File: src/rtl/usb_boot_sequencer_if.sv
// usb_boot_sequencer_if: PLL lock, boot request, flash idle and reset/pull-up/warmboot lines of the boot sequencer.
interface usb_boot_sequencer_if;
   logic       pll_lock;
   logic       boot_req;
   logic       spi_cs_n;
   logic       core_reset;
   logic       usb_pu;
   logic       wb_boot;
   logic       wb_s1;
   logic       wb_s0;
   logic [2:0] seq_state;
   modport master (
      input  pll_lock, boot_req, spi_cs_n,
      output core_reset, usb_pu, wb_boot, wb_s1, wb_s0, seq_state
   );
   modport slave (
      output pll_lock, boot_req, spi_cs_n,
      input  core_reset, usb_pu, wb_boot, wb_s1, wb_s0, seq_state
   );
endinterface

File: src/rtl/usb_boot_sequencer.sv
// usb_boot_sequencer: PLL-lock filtered power-up, USB attach and warmboot hand-off sequencer.
// Optional QUIESCE_TIMEOUT_EN bounds the wait for the SPI flash to go idle.
module usb_boot_sequencer #(
   parameter int         LOCK_FILTER_CYCLES = 4800,
   parameter int         DETACH_CYCLES      = 480000,
   parameter logic [1:0] WARMBOOT_IMAGE     = 2'b01,
   parameter int         QUIESCE_MAX_CYCLES = 65536
) (
   input logic                   clk_48mhz,
   input logic                   reset_n,
   usb_boot_sequencer_if.master  bus
);
   localparam int LW = $clog2(LOCK_FILTER_CYCLES + 1);
   localparam int DW = $clog2(DETACH_CYCLES + 1);
   typedef enum logic [2:0] {
      LOCKWAIT = 3'd0,
      RUN      = 3'd1,
      QUIESCE  = 3'd2,
      DETACH   = 3'd3,
      BOOT     = 3'd4
   } state_t;
   state_t state, nxt;
   logic lock_meta, lock_sync, cs_seen;
   logic lock_done, idle_done, det_done, q_timeout;
   logic [LW-1:0] lock_cnt;
   logic [DW-1:0] det_cnt;
   assign lock_done = lock_sync && lock_cnt == LW'(LOCK_FILTER_CYCLES - 1);
   assign idle_done = cs_seen && bus.spi_cs_n;
   assign det_done  = det_cnt == DW'(DETACH_CYCLES - 1);
`ifdef QUIESCE_TIMEOUT_EN
   localparam int QW = $clog2(QUIESCE_MAX_CYCLES + 1);
   logic [QW-1:0] q_cnt;
   assign q_timeout = q_cnt == QW'(QUIESCE_MAX_CYCLES - 1);
   always_ff @(posedge clk_48mhz or negedge reset_n)
      if (!reset_n) q_cnt <= '0;
      else          q_cnt <= (state == QUIESCE) ? q_cnt + 1'b1 : '0;
`else
   assign q_timeout = 1'b0;
`endif
   always_comb begin
      nxt = state;
      case (state)
         LOCKWAIT: nxt = lock_done ? RUN : LOCKWAIT;
         RUN:      nxt = !lock_sync ? LOCKWAIT : bus.boot_req ? QUIESCE : RUN;
         QUIESCE:  nxt = !lock_sync ? LOCKWAIT : (idle_done || q_timeout) ? DETACH : QUIESCE;
         DETACH:   nxt = det_done ? BOOT : DETACH;
         BOOT:     nxt = BOOT;
         default:  nxt = LOCKWAIT;
      endcase
   end
   // Outputs are registered from the next state so they change together with seq_state.
   always_ff @(posedge clk_48mhz or negedge reset_n)
      if (!reset_n) begin
         state          <= LOCKWAIT;
         lock_meta      <= 1'b0;
         lock_sync      <= 1'b0;
         cs_seen        <= 1'b0;
         lock_cnt       <= '0;
         det_cnt        <= '0;
         bus.core_reset <= 1'b1;
         bus.usb_pu     <= 1'b0;
         bus.wb_boot    <= 1'b0;
         bus.wb_s1      <= WARMBOOT_IMAGE[1];
         bus.wb_s0      <= WARMBOOT_IMAGE[0];
         bus.seq_state  <= 3'd0;
      end else begin
         lock_meta      <= bus.pll_lock;
         lock_sync      <= lock_meta;
         state          <= nxt;
         lock_cnt       <= (state == LOCKWAIT && lock_sync) ?
                           (lock_cnt == LW'(LOCK_FILTER_CYCLES) ? lock_cnt : lock_cnt + 1'b1) : '0;
         det_cnt        <= (state == DETACH) ? det_cnt + 1'b1 : '0;
         cs_seen        <= state == QUIESCE && bus.spi_cs_n;
         bus.core_reset <= !(nxt == RUN || nxt == QUIESCE);
         bus.usb_pu     <= nxt == RUN || nxt == QUIESCE;
         bus.wb_boot    <= nxt == BOOT;
         bus.wb_s1      <= WARMBOOT_IMAGE[1];
         bus.wb_s0      <= WARMBOOT_IMAGE[0];
         bus.seq_state  <= nxt;
      end
endmodule

File: src/flat_wrapper.sv
// flat-port wrapper written by rule: the top's interface ports become plain ports
module usb_boot_sequencer_flat 
#(
   parameter int         LOCK_FILTER_CYCLES = 4800,
   parameter int         DETACH_CYCLES      = 480000,
   parameter logic [1:0] WARMBOOT_IMAGE     = 2'b01,
   parameter int         QUIESCE_MAX_CYCLES = 65536
)
  (clk_48mhz, reset_n, bus_pll_lock, bus_boot_req, bus_spi_cs_n, bus_core_reset, bus_usb_pu, bus_wb_boot, bus_wb_s1, bus_wb_s0, bus_seq_state);
  usb_boot_sequencer_if bus_i ();
  input logic clk_48mhz;
  input logic reset_n;
  input wire logic [$bits(bus_i.pll_lock)-1:0] bus_pll_lock;
  input wire logic [$bits(bus_i.boot_req)-1:0] bus_boot_req;
  input wire logic [$bits(bus_i.spi_cs_n)-1:0] bus_spi_cs_n;
  output wire logic [$bits(bus_i.core_reset)-1:0] bus_core_reset;
  output wire logic [$bits(bus_i.usb_pu)-1:0] bus_usb_pu;
  output wire logic [$bits(bus_i.wb_boot)-1:0] bus_wb_boot;
  output wire logic [$bits(bus_i.wb_s1)-1:0] bus_wb_s1;
  output wire logic [$bits(bus_i.wb_s0)-1:0] bus_wb_s0;
  output wire logic [$bits(bus_i.seq_state)-1:0] bus_seq_state;
  assign bus_i.pll_lock = bus_pll_lock;
  assign bus_i.boot_req = bus_boot_req;
  assign bus_i.spi_cs_n = bus_spi_cs_n;
  assign bus_core_reset = bus_i.core_reset;
  assign bus_usb_pu = bus_i.usb_pu;
  assign bus_wb_boot = bus_i.wb_boot;
  assign bus_wb_s1 = bus_i.wb_s1;
  assign bus_wb_s0 = bus_i.wb_s0;
  assign bus_seq_state = bus_i.seq_state;
  usb_boot_sequencer #(.LOCK_FILTER_CYCLES(LOCK_FILTER_CYCLES), .DETACH_CYCLES(DETACH_CYCLES), .WARMBOOT_IMAGE(WARMBOOT_IMAGE), .QUIESCE_MAX_CYCLES(QUIESCE_MAX_CYCLES)) u_core (.clk_48mhz(clk_48mhz), .reset_n(reset_n), .bus(bus_i));
endmodule
File: config.mk
export PLATFORM = sky130hd
export DESIGN_NAME = usb_boot_sequencer_flat
export DESIGN_NICKNAME = d
export VERILOG_FILES = /design/src/rtl/usb_boot_sequencer_if.sv /design/src/rtl/usb_boot_sequencer.sv /design/src/flat_wrapper.sv
export SDC_FILE = /design/constraint.sdc
export NUM_CORES = 1
export LEC_CHECK = 0
export ABC_CLOCK_PERIOD_IN_PS = 5500
export BUFFER_PORTS_ARGS = -buffer_cell sky130_fd_sc_hd__buf_2
export CAP_MARGIN = 20
export CELL_PAD_IN_SITES_DETAIL_PLACEMENT = 0
export CELL_PAD_IN_SITES_GLOBAL_PLACEMENT = 1
export CORE_MARGIN = 2
export CORE_UTILIZATION = 30
export CTS_BUF_LIST = sky130_fd_sc_hd__clkbuf_8
export CTS_CLUSTER_DIAMETER = 100
export CTS_CLUSTER_SIZE = 20
export DETAILED_ROUTE_END_ITERATION = 7
export GPL_TIMING_DRIVEN = 0
export HOLD_SLACK_MARGIN = 0.08
export PLACE_DENSITY = 0.58
export SYNTH_ARGS = -nofsm -noshare
export SYNTH_HDL_FRONTEND = slang
export SYNTH_SLANG_ARGS = --single-unit
File: constraint.sdc
create_clock -name clk_48mhz -period 5.5 [get_ports clk_48mhz]
set_input_delay 0.825 -clock clk_48mhz [delete_from_list [all_inputs] [get_ports clk_48mhz]]
set_output_delay 0.825 -clock clk_48mhz [all_outputs]
set_load 0.005 [all_outputs]
---- Word level (Yosys, flattened, before mapping) ----
Index checks and enable logic that the tools add are counted.
word-level totals
  flip-flop bits (word level) ............. 41
  bits in latches ......................... 0
  bits in writable memories ............... 0
  ROM bits ................................ 0
  memories ................................ 0
operators by class
  add/sub/neg operators ................... 2
  $mul .................................... 0
  div/mod/pow operators ................... 0
  $lt $le $gt $ge ......................... 0
  equal/unequal tests ..................... 11
  shift operators ......................... 0
  multiplexer cells ....................... 10
  bitwise logic cells ..................... 0
  reductions and logical operators ........ 7
operators with widths
  cell                   count
  $eq 13x13->1 const B   2
  $mux 13                2
  $add 19x1->19 const B  1
  $eq 19x19->1 const B   1
  $mux 19                1
  $pmux 3 s5             1
  $add 13x1->13 const B  1
  $eq 3x2->1 const B     3
  $mux 3                 3
  $eq 3x1->1 const B     2
  $eq 3x3->1 const B     2
  $logic_and 1x1->1      4
  $logic_not 3->1        1
  $mux 1                 2
  $mux 2                 1
  $ne 2x2->1 const B     1
  $logic_not 1->1        1
  $logic_or 1x1->1       1

---- Logic depth before layout (Yosys ltp) ----
Gate-level depths: netlist of run 1.
  depth after elaboration ................. 7
  gate-level depth with buffers ........... 6

---- Least setup slack after synthesis of run 1 ----
OpenSTA, ideal clock, no wires.
  path type ............................... reg-to-reg
  from .................................... reg u_core.det_cnt[0]
  to ...................................... reg u_core.det_cnt[18]
  setup time .............................. 0.082 ns
  arrival ................................. 1.822 ns
  data required time ...................... 5.418 ns
  slack ................................... 3.596 ns
  stages on the path, launching flop included .. 7
  buffers on the path ..................... 1
  period minus slack after synthesis ...... 1.904 ns
  cells stage by stage .................... dfrtp_1 > ha_1 > nand3_2 > or4_1 > buf_2 > or4_1 > a21oi_1
on the way
  longest elaborated chain between the ends .. 2
RTL lines
  element                 line                      RTL
  from (decl)             usb_boot_sequencer.sv:26  logic [DW-1:0] det_cnt;
  from (signal assigned)  usb_boot_sequencer.sv:72  det_cnt <= (state == DETACH) ? det_cnt + 1'b1 : '0;
  $add 19x1->19           usb_boot_sequencer.sv:72
  $mux 19                 usb_boot_sequencer.sv:72
Every way passes these cells.
A chain may end at the register's enable or synchronous reset.

==> flow_results.org, run 1 <==
** Outcome
- The run finished with clean final reports.

** Pwr
- Overall Power :: 584.6 uW
- Dividing total power by cell area gives a power density of 253.4 nW/um^2.
- The worst-case IR drop observed on VDD is 0.1349 mV.
- LEAKAGE :: 0.9553 nW

** Cells and area
- Ratio of cells with drive above 1 in the final layout :: 13.27%
- From synthesis to final layout, the design area changed by 13.06%.
- Final cell count without fillers :: 306
- Ant. Diodes :: 0
- Number of nets in the layout :: 233
- The filler cells instantiated in the layout total 688.

** Critical path
- Arrival time at the worst endpoint :: 2340 ps
- Critical-path top delay cell :: sky130_fd_sc_hd__nor4b_2
- Critical path data required time :: 5730 ps
- Largest incremental delay on the critical path :: 630 ps
- Register-to-Register Path Depth :: 5
- By startpoint and endpoint, the worst setup path is classified as reg -> reg.
- The cell family contributing the most delay on the critical path is simple AND/OR/NAND/NOR gates.
- The signal on the critical path passes through clkbuf_1 > nor4b_2 > nand3_1 > nor3_1 > mux2i_1.
- The worst setup path is launched from a flip-flop.
- Together, buffers and inverters on the worst path number 1.
- Along the worst path, the maximum fanout reaches 9.
- Worst setup EP type :: flip-flop
- The critical path runs through a total of 5 cells.

** Clocking
- TritonCTS built the clock tree.
- In this run, CTS created clock tree buffers numbering 5.
- Post-CTS setup repair buffer count :: 0
- After clock tree synthesis, the clock-pin slew on the worst setup and hold paths is 80 ps.
- Clock insertion delay at the later pin of the skew report :: 300 ps
- Number of instances resized during post-cts repair :: 0
- Maximum number of buffers from clock root to sink :: 2
- Maximum level of the CTS H-tree :: 2
- For this design, the sink count on the clock tree is 41.
- Post-CTS Hold Fix Bufs :: 0
- CTS placed an instance of sky130_fd_sc_hd__clkbuf_8 at the clock tree root.

** Worst hold path
- Counting instances, the worst hold path has a depth of 0.
- The tightest min-delay check is of the reg -> reg type.

** Place
- Buffers placed on the I/O ports in this run total 10.
- Detailed placement finished with a half-perimeter wire length of 2.705 mm.
- OpenSTA, run right after detailed placement, puts the worst setup slack at 3389 ps.
- Counting tap cells, the placed design contains a total of 298 instances.
- GPL Wtd Cong :: 0.7076

** GRT
- The total overflow left after global routing is 0.
- Entering global routing, the biggest net connects 42 pins.
- The first global-routing pass estimated 7.355 mm of wire.
- GRT Util Overall :: 12.27%
- Number of antenna violations at the first check in global routing :: 0
- Vias in the first global route :: 1515

** STA
- The smallest clock period supported by the final layout is computed as 2113 ps.
- Worst slew pin tran :: 943.5 ps
- The final max-slew violation count is 0.
- Final worst-path cycle share :: 38.42%
- Based on the critical path, the design can be clocked at up to 473.2 MHz.
- Across the routed clock network, the largest skew measured is 6.452 ps.
- Setup slack on the critical path of the routed design comes to 3387 ps.
- Post-Route Setup TNS :: 0 ps
- The worst pin sits at a relative slew slack of 37.10%.
- The hold violation count in the final report came to 0.
- Hold is met by 357.7 ps.
- Setup violations remaining at the end of the flow were counted as 0.
- Unrepaired setup endpoints after global routing :: no

** Yosys
- For this run, the register share of the synthesized area comes to 50.34%.
- Async set-or-reset flop fraction in the synthesized netlist :: 100.0%
- Cells after Synth :: 208
- For this run, the number of Yosys warnings is 0.
- For this run, the leading register cell type out of synthesis is sky130_fd_sc_hd__dfrtp_1.
- Number of enable-type register cells in the synthesized netlist :: 0
- Number of synthesized register bits :: 41
- Synthesized Nets :: 216
- Number of distinct library cells after synthesis :: 41
- Summing every instance area after synthesis gives 2041 um^2.
- Avg Inst Size Synth :: 9.811 um^2

** Route
- After detailed routing, the number of vias per cell comes to 4.908.
- Via total after detailed routing :: 1502
- Remaining number of nets flagged by the antenna check after routing :: 0
- The routed design has 4.101 mm of wire.
- For this block, the initial DRC count from the detailed router was 40.
- Number of iterations in the first detailed-routing pass :: 4
- Residual DRC count :: 0
- Final routed wire length divided by cell count :: 13.40 um

** Die
- The floorplan step set the die height to 86.48 um.
- The floorplan step set the die width to 86.48 um.
- The floorplan step defined a die boundary enclosing 7478 um^2.
- Standard cell core area :: 6681 um^2
- Once the floorplan was initialized, standard cells occupied 30.54% of the core.
- 13 I/O pins were placed.
- The floorplan has 30 rows.

** Run
- Across the run, the number of max-cap violations was 0.
==> layout by cell type, fill, tap and decap left out, drive strengths merged, types with 6 or more instances in the layout <==
master and n:
nor2 23, dfrtp 40, nand4 11, inv 9
xor2 10, a21oi 14, o21ai 6, or4 6
clkbuf 12, nand2 13, nand3 13, or3 8
xnor2 8, buf 13
==> area by class of cell <==
type	count	area [um^2]	share of cell area, %
repair buffers	10	50.05	2.169
well taps	80	100.1	4.338
multi-input cells	150	940.9	40.78
inverters	8	30.03	1.302
plain buffers	9	42.54	1.844
clock buffers	6	82.58	3.579
clock inverters	2	33.78	1.464
flip-flops and latches	41	1027	44.52
==> sequential cells by signal (all words and copies together), names as in the netlist <==
| name | count |
|---|---|
| u_core.lock_cnt | 13 |
| u_core.lock_sync | 1 |
| u_core.bus.usb_pu | 1 |
| u_core.bus.core_reset | 1 |
| u_core.bus.seq_state | 3 |
| u_core.lock_meta | 1 |
| u_core.cs_seen | 1 |
| u_core.det_cnt | 19 |
| u_core.bus.wb_boot | 1 |
==> routing by layer <==
layer  part of all wire (%)  vias to the layer above  GRT usage (%)
li1                       -                      758              -
met1                     52                      727          17.34
met2                     45                        9          18.67
met3                    2.2                        8          2.857
met4                    1.2                        0          3.835
met5                      0                        -              0
==> final timing paths <==
| check | startpoint | endpoint | slack [ps] |
|---|---|---|---|
| max in group asynchronous | reset_n | u_core.lock_cnt[7] | 4250 |
| setup reg to reg | u_core.bus.seq_state[0] | u_core.lock_cnt[0] | 3390 |
| setup / recovery | u_core.bus.seq_state[0] | u_core.lock_cnt[0] | 3390 |
| hold / removal | u_core.lock_meta | u_core.lock_sync | 360 |
| hold reg to reg | u_core.lock_meta | u_core.lock_sync | 360 |
| min in group asynchronous | reset_n | u_core.det_cnt[5] | 660 |
==> logic make-up after synthesis <==
logic type	after synthesis	synth area share, %
and+or+nand+nor	99	28.08
muxes	2	0.9810
AOI/OAI and AO/OA	26	7.112
other	2	0.3680
DFF	41	50.34
adders and majority gates	3	1.840
buffers and inverters	17	3.556
xor gates and xnor gates	18	7.725
==> worst reg2reg max path: stages (launching register included) <==
cell                       delay, ps
sky130_fd_sc_hd__dfrtp_1         380
sky130_fd_sc_hd__clkbuf_1        200
sky130_fd_sc_hd__nor4b_2         630
sky130_fd_sc_hd__nand3_1         170
sky130_fd_sc_hd__nor3_1          430
sky130_fd_sc_hd__mux2i_1         240
==> power breakdown <==
group	internal (mW)	total, mW	switching (mW)
clock network	0.146	0.260	0.114
registers	0.304	0.306	0.00210
logic	0.00567	0.0188	0.0132
total	0.456	0.585	0.129
==> cells in the mapped netlist, drive strengths merged (3+ instances only) <==
cell type | instances | share of area [%]
xor2 | 10 | 4.3
nor3 | 5 | 1.2
nor2 | 23 | 4.2
or3 | 8 | 2.6
nand2 | 13 | 2.4
o21ai | 6 | 1.5
and2 | 3 | 0.92
nand3 | 13 | 3.7
nand4 | 11 | 3.7
buf | 3 | 0.98
or4 | 6 | 2.4
clkbuf | 6 | 1.1
ha | 3 | 1.8
dfrtp | 40 | 49
inv | 8 | 1.5
a21oi | 14 | 3.4
xnor2 | 8 | 3.4
==> through the flow <==
| step | util, % | cell area (um^2) |
|---|---|---|
| 2_1_floorplan | - | 2041 |
| 4_1_cts | 34.53 | 2307 |
| 5_1_grt | 34.53 | 2307 |
| 3_3_place_gp | 32.79 | 2191 |
| 6_report | 34.53 | 2307 |
| 3_5_place_dp | 32.79 | 2191 |
Note: power is estimated with default switching activity, not from simulation.
==> run 2: changes to the inputs <==
--- a/config.mk
+++ b/config.mk
@@ -5,7 +5,7 @@
 export SDC_FILE = /design/constraint.sdc
 export NUM_CORES = 1
 export LEC_CHECK = 0
-export ABC_CLOCK_PERIOD_IN_PS = 5500
+export ABC_CLOCK_PERIOD_IN_PS = 1800
 export BUFFER_PORTS_ARGS = -buffer_cell sky130_fd_sc_hd__buf_2
 export CAP_MARGIN = 20
 export CELL_PAD_IN_SITES_DETAIL_PLACEMENT = 0
@@ -18,7 +18,7 @@
 export DETAILED_ROUTE_END_ITERATION = 7
 export GPL_TIMING_DRIVEN = 0
 export HOLD_SLACK_MARGIN = 0.08
-export PLACE_DENSITY = 0.58
+export PLACE_DENSITY = 0.6
 export SYNTH_ARGS = -nofsm -noshare
 export SYNTH_HDL_FRONTEND = slang
 export SYNTH_SLANG_ARGS = --single-unit
==> constraint.sdc (replaced) <==
create_clock -name clk_48mhz -period 1.8 [get_ports clk_48mhz]
set_input_delay 0.27 -clock clk_48mhz [delete_from_list [all_inputs] [get_ports clk_48mhz]]
set_output_delay 0.27 -clock clk_48mhz [all_outputs]
set_load 0.005 [all_outputs]
==> run 2 against run 1 <==
The run now ends with negative setup slack left. Worst setup slack got worse by 3400 ps. Total power rose to 2.7 times the previous value. Clock power grew 130%. Critical endpoint is now u_core.det_cnt[17]. Wire length rose by 4.3%.
==> flow_results.org, run 2 (synthesis results as in run 1) <==
** STA
- Clock skew after layout :: 4.610 ps (-1.842 ps)
- Post-route worst hold slack :: 104.4 ps (-253.2 ps)
- Unrepaired setup endpoints after global routing :: yes
- Fin worst setup slack :: -30.61 ps (-3418 ps)
- The worst slew margin relative to its limit came to 39.25% (+2.1 points).
- Final-report max-slew violation count :: 0 (unchanged)
- The hold violation count in the final report is 0 (unchanged).
- Final worst-path cycle share :: 101.7% (+63 points)
- Post-Route Setup TNS :: -42.05 ps (-42.05 ps)
- Setup-violating endpoint count in the final report :: 2 (+2)
- Time the final worst path needs with I/O delays and setup :: 1831 ps (-282.4 ps)
- The maximum operating frequency came to 546.3 MHz (+15%).
- Worst slew pin tran :: 911.3 ps (-32.18 ps)

** Clocking
- The number of CTS-inserted buffers is 5 (unchanged).
- The number of buffers on the longest clock path came to 2 (unchanged).
- Clock insertion delay at the later pin of the skew report :: 290 ps (about the same)
- Root buffer selected by CTS :: sky130_fd_sc_hd__clkbuf_8
- The clock transition at the registers of the reported paths came to 90 ps (about the same).
- Number of clock sinks :: 41 (unchanged)
- Clock tree from TritonCTS :: yes
- The depth of the CTS H-tree was 2 (unchanged).

** Critical path
- Critical path data required time :: 2030 ps (-3700 ps)
- The largest fanout on the critical path is 4 (-5).
- The arrival time at the worst endpoint was 2060 ps (-280 ps).
- Worst setup EP type :: flip-flop
- The critical path is of the reg -> reg type.
- Critical register-to-register path startpoint :: u_core.det_cnt[0]
- Launching instance or port of the critical path :: u_core.det_cnt[0]
- Crit start category :: flip-flop
- Setup slack on the worst flop-to-flop path :: -30 ps (-3420 ps)

** Route
- The count of vias placed by the detailed router is 1583 (+5.4%).
- The mean number of vias per cell came to 4.901 (-0.15%).
- Violation count after the first detailed-route iteration :: 33 (-18%)
- Final routed wire length divided by cell count :: 13.24 um (-1.2%)
- Number of iterations in the first detailed-routing pass :: 4 (unchanged)
- The post-detailed-route count of antenna-violating nets is 0 (unchanged).
- The post-detailed-route DRC marker count is 0 (unchanged).
- The final routed wirelength across all metal layers was 4.278 mm (+4.3%).

** Place
- The number of buffers inserted by port buffering was 10 (unchanged).
- The placer's final routability congestion estimate was 0.7287 (+3.0%).
- DP Cell Count :: 298 (unchanged)
- Placed cell areas :: 2193 um^2 (+0.11%)
- Detailed-placement wirelength estimate :: 2.694 mm (-0.40%)
- The pre-CTS worst setup slack was -313.9 ps (-3703 ps).

** Die
- Site Rows :: 30 (unchanged)
- I/O pin total :: 13 (unchanged)
- Effective utilization at floorplan :: 30.54% (unchanged)
- Die outline height :: 86.48 um (unchanged)
- The placeable core region was 6681 um^2 (unchanged).
- X dimension of the die :: 86.48 um (unchanged)
- The full die area was 7478 um^2 (unchanged).

** GRT
- GRT Util Overall :: 12.56% (+0.29 points)
- The initial antenna violation count is 0 (unchanged).
- The global route total overflow was 0 (unchanged).
- The largest net degree at the start of global routing came to 42 (unchanged).
- The first-pass GRT wire length is 7.569 mm (+2.9%).
- The via count of the first global-routing pass is 1602 (+5.7%).

** Outcome
- The checks that failed: negative setup slack.
- The run finished, with violations left.

** Cells and area
- Finished Cell Area :: 2505 um^2 (+8.6%)
- The total number of nets in the final design came to 250 (+7.3%).
- Area delta synth->final :: 22.75%
- The share of the core filled with cells is 37.49% (+3.0 points).
- The number of filler cells placed in the layout was 682 (-0.87%).
- Commonest cells after routing, fill and taps aside :: sky130_fd_sc_hd__dfrtp_1 (38), sky130_fd_sc_hd__nor2_1 (22), sky130_fd_sc_hd__buf_4 (18)
- In the final layout, the registers with the most flip-flops are u_core.det_cnt (19), u_core.lock_cnt (13), u_core.bus.seq_state (3).
- The final instance count without filler cells is 323 (+5.6%).
- Most common cell after layout, fill and taps aside :: sky130_fd_sc_hd__dfrtp_1
- The number of flip-flops in the largest register came to 19 (unchanged).
- Ant. Diodes :: 0 (unchanged)
- Largest Register :: u_core.det_cnt
- The fraction of final layout cells sized beyond drive strength 1 was 24.69% (+11 points).

** Run
- The number of max-capacitance violations reported was 0 (unchanged).

** Pwr
- The power density relative to cell area is 639.6 nW/um^2 (+150%).
- The total power consumption of the routed design was 1.602 mW (+170%).
- LEAKAGE :: 1.040 nW (+8.8%)
- The peak supply drop came to 0.2540 mV (+88%).

** Worst hold path
- Worst hold path class :: in -> async
run 2: cell count changes in the layout (fill, tap and decap cells not counted), sizes merged:
cell,delta
buf,+16
clkinv,+2
bufinv,-1
clkbuf,-1
clkinvlp,+1
dlygate4sd3,+1
inv,-1
run 2: what timing repair did:
item,4_1_cts,5_1_grt
setup endpoints to repair,12,6
setup buffers,16,1
hold buffers,1,0
cloned,0,0
gates resized for setup,17,5
endpoints found under the hold margin,1,0
pin swaps,10,4
run 2: worst paths after layout:
kind                       cells past startpoint                  to
setup / recovery                               5  u_core.det_cnt[17]
hold / removal                                 1   u_core.det_cnt[5]
setup reg to reg                               5  u_core.det_cnt[17]
hold reg to reg                                0    u_core.lock_sync
max in group asynchronous                      1   u_core.det_cnt[3]
min in group clk_48mhz                         2      u_core.cs_seen
run 2: cell type report:
class	instances	area (um^2)	area share (%)
clock inverter	3	17.52	0.6993
inverter	8	30.03	1.199
buffer	8	37.54	1.499
multi-input combinational	150	1030	41.11
tap	80	100.1	3.996
sequential	41	1030	41.11
timing repair buffer	28	191.4	7.642
clock buffer	5	68.82	2.747
run 2: critical path, stage by stage (launching register included):
cell	delay [ps]
sky130_fd_sc_hd__dfrtp_1	410
sky130_fd_sc_hd__buf_6	130
sky130_fd_sc_hd__nand4_4	100
sky130_fd_sc_hd__or4_4	510
sky130_fd_sc_hd__or4_4	490
sky130_fd_sc_hd__a21oi_2	120
run 2: layer usage:
metal / global-route usage (%) / vias to the layer above / wire, um
li1: - / 798 / -
met1: 17.08 / 773 / 2145
met2: 20.63 / 8 / 2032
met3: 2.857 / 4 / 70
met4: 2.557 / 0 / 29
met5: 0 / - / 0
run 2: power breakdown:
group / total [mW] / internal, mW / leakage, nW / switching, mW
Sequential: 0.934 / 0.928 / 0.559 / 0.00625
Combinational: 0.0608 / 0.0210 / 0.437 / 0.0398
Clock: 0.607 / 0.268 / 0.0439 / 0.339
==> run 3: changes to the inputs <==
--- a/config.mk
+++ b/config.mk
@@ -11,14 +11,14 @@
 export CELL_PAD_IN_SITES_DETAIL_PLACEMENT = 0
 export CELL_PAD_IN_SITES_GLOBAL_PLACEMENT = 1
 export CORE_MARGIN = 2
-export CORE_UTILIZATION = 30
+export CORE_UTILIZATION = 33
 export CTS_BUF_LIST = sky130_fd_sc_hd__clkbuf_8
 export CTS_CLUSTER_DIAMETER = 100
 export CTS_CLUSTER_SIZE = 20
 export DETAILED_ROUTE_END_ITERATION = 7
 export GPL_TIMING_DRIVEN = 0
 export HOLD_SLACK_MARGIN = 0.08
-export PLACE_DENSITY = 0.6
+export PLACE_DENSITY = 0.65
 export SYNTH_ARGS = -nofsm -noshare
 export SYNTH_HDL_FRONTEND = slang
 export SYNTH_SLANG_ARGS = --single-unit
==> run 3 against run 2 <==
The run still ends with negative setup slack left. Die area fell by 8.7%. Non-clock buffer count fell by 2. Clock skew rose by 1.6 ps. First-iteration DRC count rose to 2.7 times the previous value. Flip-flop and latch count did not move. Sequential share of layout area fell by 0.082 points. Total power rose by 0.64%. Critical path depth did not move. Wire length fell by 2.3%. Final cell count fell by 2.5%.
==> flow_results.org, run 3 (synthesis results as in run 1) <==
** Outcome
- The run finished, with violations left.
- Violations in the final reports :: negative setup slack

** Die
- X dimension of the die :: 82.64 um (-4.4%)
- The placeable core region was 5956 um^2 (-11%).
- The row count is 28 (-6.7%).
- DIE AREA :: 6829 um^2 (-8.7%)
- The I/O pin count is 13 (unchanged).
- Effective utilization at floorplan :: 34.26% (+3.7 points)
- The chip height was 82.64 um (-4.4%).

** Clocking
- Clock tree from TritonCTS :: yes
- The depth of the CTS H-tree came to 2 (unchanged).
- The clock latency of the later-clocked register in the worst-skew pair came to 290 ps (about the same).
- The number of CTS-inserted buffers came to 5 (unchanged).
- The number of buffers on the longest clock path came to 2 (unchanged).
- The tree is rooted in a sky130_fd_sc_hd__clkbuf_8.
- The number of sinks driven by the clock tree is 41 (unchanged).
- Clock transition at the registers of the reported paths :: 80 ps (about the same)

** Worst hold path
- Worst hold path class :: in -> async

** STA
- Final-report hold violation count :: 0 (unchanged)
- The final setup slack of the worst path came to -31.10 ps (-0.4911 ps).
- The count of final setup violators was 2 (unchanged).
- Final worst-path cycle share :: 101.7% (about the same)
- Clock skew after layout :: 6.246 ps (+1.635 ps)
- The transition at the pin with the smallest max-transition slack was 924.2 ps (+12.91 ps).
- Setup repair after global routing could not meet its margin everywhere.
- Worst slew margin :: 38.39% (-0.86 points)
- Maximum operating frequency :: 546.1 MHz (about the same)
- Final-report max-slew violation count :: 0 (unchanged)
- Time the final worst path needs with I/O delays and setup :: 1831 ps (+0.4911 ps)
- Post-Route Setup TNS :: -55.97 ps (-13.92 ps)

** Pwr
- Switching part of the total power :: 22.15% (-1.9 points)
- LEAKAGE :: 1.031 nW (-0.83%)
- IR drop worst, VDD :: 0.4383 mV (+73%)
- Portion of total power attributed to combinational logic :: 4.1% (+0.3 points)
- P_int :: 1.255 mW (+3.1%)
- The power density relative to cell area came to 642.4 nW/um^2 (+0.44%).
- Overall Power :: 1.612 mW (+0.64%)
- Sequential power share :: 57.9% (-0.4 points)
- The net switching power came to 357.2 uW (-7.2%).
- Clock power share :: 38.0% (about the same)

** Critical path
- Worst setup EP type :: flip-flop
- Arrival time at the worst endpoint :: 2050 ps (about the same)
- STA classifies the critical path startpoint as a flip-flop.
- Category of the critical setup timing path :: reg -> reg
- Max FO, Critical Path :: 3 (-1)
- Critical path data required time :: 2020 ps (about the same)

** Route
- Number of iterations in the first detailed-routing pass :: 5 (+1)
- The count of vias placed by the detailed router was 1580 (-0.19%).
- The wire length per cell after detailed routing came to 13.27 um (+0.21%).
- The post-detailed-route count of antenna-violating nets was 0 (unchanged).
- Final Routed Wirelength :: 4.181 mm (-2.3%)
- Violation count after the first detailed-route iteration :: 89 (+170%)
- Per-cell via count in the routed design :: 5.016 (+2.3%)
- The post-detailed-route DRC marker count was 0 (unchanged).

** Cells and area
- Largest register FFs :: 19 (unchanged)
- Number of nets in the layout :: 248 (-0.80%)
- Ratio of cells with drive above 1 in the final layout :: 25.00% (+0.31 points)
- The number of diodes was 0 (unchanged).
- Largest Register :: u_core.det_cnt
- Largest registers ranked by flip-flop count :: u_core.det_cnt (19), u_core.lock_cnt (13), u_core.bus.seq_state (3)
- In the layout the commonest cells are sky130_fd_sc_hd__dfrtp_1 (38), sky130_fd_sc_hd__nor2_1 (22), sky130_fd_sc_hd__buf_4 (16).
- Leaving out fill and tap cells, the most frequent cell in the layout is sky130_fd_sc_hd__dfrtp_1.
- Compared with the post-synthesis result, the final layout area differs by 22.99%.

** GRT
- GRT Util Overall :: 13.25% (+0.69 points)
- Total gr overflow :: 0 (unchanged)
- The via count of the first global-routing pass was 1467 (-8.4%).
- The largest net degree at the start of global routing is 42 (unchanged).
- First-pass GRT wire length :: 6.934 mm (-8.4%)
- Number of antenna violations at the first check in global routing :: 0 (unchanged)

** Run
- Max-cap violations :: 0 (unchanged)

** Place
- GPL Wtd Cong :: 0.7028 (-3.6%)
- The HPWL after detailed placement is 2.573 mm (-4.5%).
- Port-buffer cells :: 10 (unchanged)
[run 3: changes by cell type in the layout (fill, tap and decap cells not counted), sizes merged]
cell	previous run	this run
clkbuf	11	12
clkinv	2	0
buf	29	27
[run 3: critical path, cell delays in order, from the launching register on]
cell	delay [ps]
sky130_fd_sc_hd__dfrtp_1	410
sky130_fd_sc_hd__buf_6	130
sky130_fd_sc_hd__nand4_4	100
sky130_fd_sc_hd__or4_4	510
sky130_fd_sc_hd__or4_4	490
sky130_fd_sc_hd__a21oi_2	120
[run 3: per-stage QoR]
step           hold WS [ps]  utilization (%)  area, um^2  setup WS [ps]  std cells
6_report              107.2            42.14        2510         -31.10        315
5_1_grt               181.1            42.14        2510         -98.91        315
4_1_cts               81.73            41.60        2477         -95.54        315
3_5_place_dp          334.7            36.72        2187         -268.1        293
3_3_place_gp          335.0            36.72        2187         -283.8        293
2_1_floorplan        -25.59                -        2043         -89.10        208
[run 3: power by group through the flow]
stage	Clock [mW]	Sequential, mW	Combinational [mW]
final	0.612	0.934	0.0660
after detailed placement	0	0.952	0.0586
after floorplan	0	0.951	0.0280
after global placement	0	0.952	0.0596
after CTS	0.632	0.934	0.0650
after global routing	0.678	0.936	0.0762
[run 3: path summary, 6_finish.rpt]
check	startpoint	to	slack, ps	depth (start not counted)
max	u_core.det_cnt[0]	u_core.det_cnt[17]	-30	5
min	reset_n	u_core.det_cnt[2]	110	1
max reg2reg	u_core.det_cnt[0]	u_core.det_cnt[17]	-30	5
min reg2reg	u_core.lock_meta	u_core.lock_sync	350	0
max in group asynchronous	reset_n	u_core.det_cnt[3]	1070	1
min in group clk_48mhz	bus_spi_cs_n	u_core.cs_seen	270	2
[run 3: routing by layer]
| layer | vias up | GRT usage, % | wire length (um) |
|---|---|---|---|
| met3 | 4 | 3.261 | 130 |
| met5 | - | 0 | 0 |
| met1 | 758 | 18.44 | 2082 |
| met4 | 0 | 2.951 | 32 |
| li1 | 797 | - | - |
| met2 | 21 | 20.89 | 1935 |
[run 3: repair_timing]
item / in CTS / in global routing
hold buffers: 0 / 1
endpoints found under the setup margin: 11 / 21
endpoints found under the hold margin: 0 / 1
pin swaps: 7 / 10
gates resized for setup: 18 / 9
buffers inserted: 15 / 1
[run 3: area by class of cell]
class,instances,area [um^2]
fill,569,3446
multi-input combinational,150,1051
sequential,41,1030
timing repair buffer,26,176.4
tap,75,93.84
clock buffer,6,82.58
buffer,8,38.79
inverter,8,30.03
clock inverter,1,7.507
